### src/rtl/shift_rotate_seq.sv
`default_nettype none
// ============================================================================
// Module   : shift_rotate_seq
// Purpose  : Iterative SHL/SHR/SHRA/ROL/ROR unit with a one-cycle done pulse.
//            Define FAST_SHIFT_EN to move up to 4 positions per cycle.
// Revision : 1.0 - initial release
// ============================================================================
module shift_rotate_seq #(
    parameter int WIDTH = 32
) (
    input  logic             clk,
    input  logic             clr,
    input  logic             start,
    input  logic [2:0]       op,
    input  logic [WIDTH-1:0] A,
    input  logic [WIDTH-1:0] B,
    output logic             busy,
    output logic             done,
    output logic [WIDTH-1:0] R
);
    localparam int         c_CNT_W    = 5;
    localparam logic [2:0] c_OP_SHL   = 3'd0;
    localparam logic [2:0] c_OP_SHR   = 3'd1;
    localparam logic [2:0] c_OP_SHRA  = 3'd2;
    localparam logic [2:0] c_OP_ROL   = 3'd3;
    localparam logic [2:0] c_OP_ROR   = 3'd4;
    localparam logic [2:0] c_OP_PASS0 = 3'd5;

    typedef enum logic [1:0] {
        S_IDLE  = 2'd0,
        S_SHIFT = 2'd1,
        S_DONE  = 2'd2
    } state_t;

    state_t             r_state, w_state_nxt;
    logic [WIDTH-1:0]   r_work, w_work_nxt, w_work_step;
    logic [c_CNT_W-1:0] r_cnt, w_cnt_nxt, w_cnt_step;
    logic [2:0]         r_opq, w_opq_nxt;
    logic               w_last_step;
    logic               w_unused_b;

    // Shift amounts are taken mod 32, so the upper operand bits never matter.
    assign w_unused_b = ^B[WIDTH-1:c_CNT_W];

    function automatic logic [WIDTH-1:0] f_step1(input logic [WIDTH-1:0] v,
                                                 input logic [2:0]       o);
        case (o)
            c_OP_SHL:  f_step1 = {v[WIDTH-2:0], 1'b0};
            c_OP_SHR:  f_step1 = {1'b0, v[WIDTH-1:1]};
            c_OP_SHRA: f_step1 = {v[WIDTH-1], v[WIDTH-1:1]};
            c_OP_ROL:  f_step1 = {v[WIDTH-2:0], v[WIDTH-1]};
            c_OP_ROR:  f_step1 = {v[0], v[WIDTH-1:1]};
            default:   f_step1 = v;
        endcase
    endfunction

`ifdef FAST_SHIFT_EN
    logic [WIDTH-1:0] w_stage [0:4];
    logic [2:0]       w_amt;

    assign w_amt      = (r_cnt > 5'd4) ? 3'd4 : r_cnt[2:0];
    assign w_stage[0] = r_work;

    for (genvar gi = 0; gi < 4; gi++) begin : g_stage
        assign w_stage[gi+1] = f_step1(w_stage[gi], r_opq);
    end

    always_comb begin
        w_work_step = w_stage[4];
        case (w_amt)
            3'd0:    w_work_step = w_stage[0];
            3'd1:    w_work_step = w_stage[1];
            3'd2:    w_work_step = w_stage[2];
            3'd3:    w_work_step = w_stage[3];
            default: w_work_step = w_stage[4];
        endcase
    end

    assign w_cnt_step  = r_cnt - {2'b00, w_amt};
    assign w_last_step = (r_cnt <= 5'd4);
`else
    assign w_work_step = f_step1(r_work, r_opq);
    assign w_cnt_step  = r_cnt - 5'd1;
    assign w_last_step = (r_cnt == 5'd1);
`endif

    always_comb begin
        w_state_nxt = r_state;
        w_work_nxt  = r_work;
        w_cnt_nxt   = r_cnt;
        w_opq_nxt   = r_opq;
        case (r_state)
            S_IDLE: begin
                if (start) begin
                    w_work_nxt  = A;
                    w_opq_nxt   = op;
                    w_cnt_nxt   = B[c_CNT_W-1:0];
                    // Zero distance or a PASS code needs no shifting at all.
                    w_state_nxt = ((B[c_CNT_W-1:0] == 5'd0) || (op >= c_OP_PASS0))
                                  ? S_DONE : S_SHIFT;
                end
            end
            S_SHIFT: begin
                w_work_nxt = w_work_step;
                w_cnt_nxt  = w_cnt_step;
                if (w_last_step) begin
                    w_state_nxt = S_DONE;
                end
            end
            S_DONE:  w_state_nxt = S_IDLE;
            default: w_state_nxt = S_IDLE;
        endcase
    end

    always_ff @(posedge clk or negedge clr) begin
        if (!clr) begin
            r_state <= S_IDLE;
            r_work  <= '0;
            r_cnt   <= '0;
            r_opq   <= '0;
        end else begin
            r_state <= w_state_nxt;
            r_work  <= w_work_nxt;
            r_cnt   <= w_cnt_nxt;
            r_opq   <= w_opq_nxt;
        end
    end

    assign busy = (r_state != S_IDLE);
    assign done = (r_state == S_DONE);
    assign R    = r_work;

endmodule
`default_nettype wire

### config.mk
export PLATFORM = sky130hd
export DESIGN_NAME = shift_rotate_seq
export DESIGN_NICKNAME = d
export VERILOG_FILES = /design/src/rtl/shift_rotate_seq.sv
export SDC_FILE = /design/constraint.sdc
export NUM_CORES = 1
export LEC_CHECK = 0
export CORE_AREA = 2 2 84 86
export DETAILED_ROUTE_END_ITERATION = 10
export DIE_AREA = 0 0 86 88
export GPL_TIMING_DRIVEN = 0
export PLACE_DENSITY = 0.73
export REMOVE_ABC_BUFFERS = 1
export SYNTH_ARGS = -nofsm -noshare
export SYNTH_HDL_FRONTEND = slang
export SYNTH_SLANG_ARGS = --single-unit
### constraint.sdc
create_clock -name clk -period 1.79 [get_ports clk]
set_input_delay 0.358 -clock clk [delete_from_list [all_inputs] [get_ports clk]]
set_output_delay 0.358 -clock clk [all_outputs]
set_load 0.01 [all_outputs]
==> results.txt <==
GRT Total Usage -> 21.8%
hold path cells -> 1
Post-Synthesis Cells -> 292
PortBufs -> 76
Final Net Count -> 453
Placement Setup Slack -> -455 ps
worst min-delay path startpoint -> r_state[1]$_DFFE_PN0P_
H-tree depth -> 2
PD cells -> 2310 nW/um^2
max-slew violation count -> 0
crit start category -> flop
FF-to-FF path depth -> 6
Root Driver -> clkbuf_8
Peak Freq -> 0.583 GHz
initial core utilization -> 39.0%
Slowest-stage cell, CP -> dfrtp_2
Setup crit start -> r_opq[1]$_DFFE_PN0P_
TritonCTS clock tree -> built
Final min period -> 1720 ps
Slew HR -> 59.4%
DP Area -> 3340 sq um
critical path type -> reg -> reg
clock tree buffer depth -> 2
routed vias -> 2,759
period utilization -> 95.9%
row cnt -> 30
setup_tns -> 0 ps
initial antenna violation count -> 0
clock slew at reported path FFs -> 80 ps
CP required -> 1970 ps
diode count -> 0
most frequent CP cell -> buf_4
vias in the first global route -> 2,572
# clock sinks -> 42
Core ar. -> 6640 sq um
DPL Wire Length -> 4530 microns
drt pass-1 iters -> 5
Final Cell Area -> 3820 sq um
DIE WIDTH -> 86 microns
worst path cell trace -> buf_4, nor2b_4, a22oi_4, buf_4, a2bb2oi_1, a221o_1
Syn-to-layout area delta -> 47.7%
filler instances -> 607
Tot Pwr -> 8.83 mW
RSZ-0062 raised after global routing -> no
synth unique cells -> 36
Total Routed Length -> 8170 microns
DRC Markers -> 0
endpoints failing setup -> 0
largest net degree at the start of global routing -> 47
Iter 0 DRT Violations -> 209
total CTS buffers -> 5
first-pass GRT wire length -> 13,000 microns
commonest cells after routing, fill and taps aside -> 73 x clkdlybuf4s50_1, 42 x nand2_1, 37 x dfrtp_1
I/O pin count -> 104
Hold Crit Class -> reg -> reg
share of post-route cells with drive strength above 1 -> 15.4%
VDD IR-drop max -> 0.973 mV
GRT overflow -> 0
sequential area share after synthesis -> 40.6%
worst skew pair latency -> 300 ps
Crit path arrival time -> 1900 ps
most common cell after layout, fill and taps aside -> clkdlybuf4s50_1
CP Capture Type -> flop
CP max stage delay -> 500 ps
Static Leak -> 1.63 nW
vias per cell -> 5.97
chip height -> 88 microns
RePlAce Congestion -> 0.839
Final Hold Viols -> 0
synthesized area per cell -> 8.87 sq um
die area -> 7570 sq um
Max FO, Critical Path -> 6
worst-margin pin slew -> 606 ps
Yosys Warn Count -> 0
final worst slack -> 74.2 ps
flops & latches, synth -> 42
status -> complete, no violations
antenna-violating nets left -> 0
DR WL/cell -> 17.7 microns
Max Cap Viol -> 0
Clock Skews -> 4.86 ps
area of the mapped netlist -> 2590 sq um
worst r2r src -> r_opq[1]$_DFFE_PN0P_
-- area by class of cell --
cell class / count / area (sq um) / share of cell area, %
Timing Repair inverter: 1 / 7.51 / 0.196
Timing Repair Buffer: 107 / 1060 / 27.7
Multi-Input combinational cell: 218 / 1460 / 38.2
Tap cell: 80 / 100 / 2.62
Inverter: 6 / 30.0 / 0.786
Sequential cell: 42 / 1060 / 27.7
Clock buffer: 8 / 110 / 2.88
-- critical path: cells and delay by family (launching register included) --
kind | cells | cell delay, ps
AND/OR/NAND/NOR | 1 | 190
buffers and inverters | 2 | 360
flip-flops | 1 | 500
AO/OA/AOI/OAI | 3 | 560
-- Yosys cell counts, drive strengths merged --
cell type / instances / area (sq um)
o22ai: 1 / 6.26
a31oi: 1 / 6.26
o311ai: 2 / 17.5
o21bai: 1 / 7.51
or4: 2 / 15.0
o22a: 1 / 8.76
nand2b: 2 / 12.5
a2bb2oi: 30 / 263
a221o: 30 / 300
nand3b: 1 / 7.51
o211ai: 2 / 15.0
nor2: 35 / 131
nor3: 1 / 5.00
xor2: 1 / 16.3
inv: 6 / 22.5
clkbuf: 13 / 48.8
a21oi: 7 / 35.0
a211oi: 1 / 7.51
nor3b: 2 / 20.0
a22o: 1 / 8.76
o21ai: 35 / 175
a22oi: 1 / 21.3
nor2b: 3 / 26.3
ha: 2 / 25.0
or3: 1 / 6.26
nor4b: 1 / 8.76
dfrtp: 42 / 1050
buf: 16 / 101
nand3: 3 / 15.0
o31ai: 3 / 22.5
mux2i: 2 / 20.0
nand2: 43 / 161
-- where the power goes --
part	internal [mW]	total, mW	switching (mW)
logic	3.18	5.99	2.81
registers	1.48	2.11	0.628
clock network	0.390	0.728	0.338
-- state kept, by name (all words and copies together), names as in the netlist --
| signal | count |
|---|---|
| r_cnt | 5 |
| r_state | 2 |
| r_opq | 3 |
| R | 32 |
-- timing repair --
| action | 4_1_cts | 5_1_grt |
|---|---|---|
| setup endpoints to repair | 37 | 34 |
| hold buffers | 1 | 0 |
| cloned | 4 | 0 |
| resized for setup | 12 | 8 |
| hold endpoints to repair | 16 | 0 |
| buffers inserted | 17 | 11 |
| pin swaps | 2 | 1 |
-- cells by family after synthesis --
kind of cell | synth area share, %
and+or+nand+nor | 15.8
muxes | 0.773
AOI/OAI and AO/OA | 34.6
DFF | 40.6
buffers and inverters | 6.67
xor gates and xnor gates | 0.628
adders and majority gates | 0.966
-- routing by layer --
metal	part of all wire [%]	track usage (%)
met1	44	29.8
met2	47	35.8
met3	7.8	4.71
met4	0.86	4.76
met5	0	0
-- metrics by stage --
step / hold WS [ps] / instances / util, %
final: 486 / 462 / 57.5
after floorplan: 62.4 / 263 / -
after detailed placement: 318 / 421 / 50.3
after CTS: 496 / 451 / 55.6
after global routing: 503 / 462 / 57.5
after global placement: 546 / 419 / 49.7
-- path summary, 6_finish.rpt --
check	to	slack (ps)
hold / removal	r_state[1]$_DFFE_PN0P_	490
max in group asynchronous	r_state[0]$_DFFE_PN0P_	770
min in group asynchronous	r_opq[1]$_DFFE_PN0P_	530
hold reg to reg	r_state[1]$_DFFE_PN0P_	490
setup / recovery	R[22]$_DFFE_PN0P_	70
setup reg to reg	R[22]$_DFFE_PN0P_	70
Power figures use the tool's default switching activity.
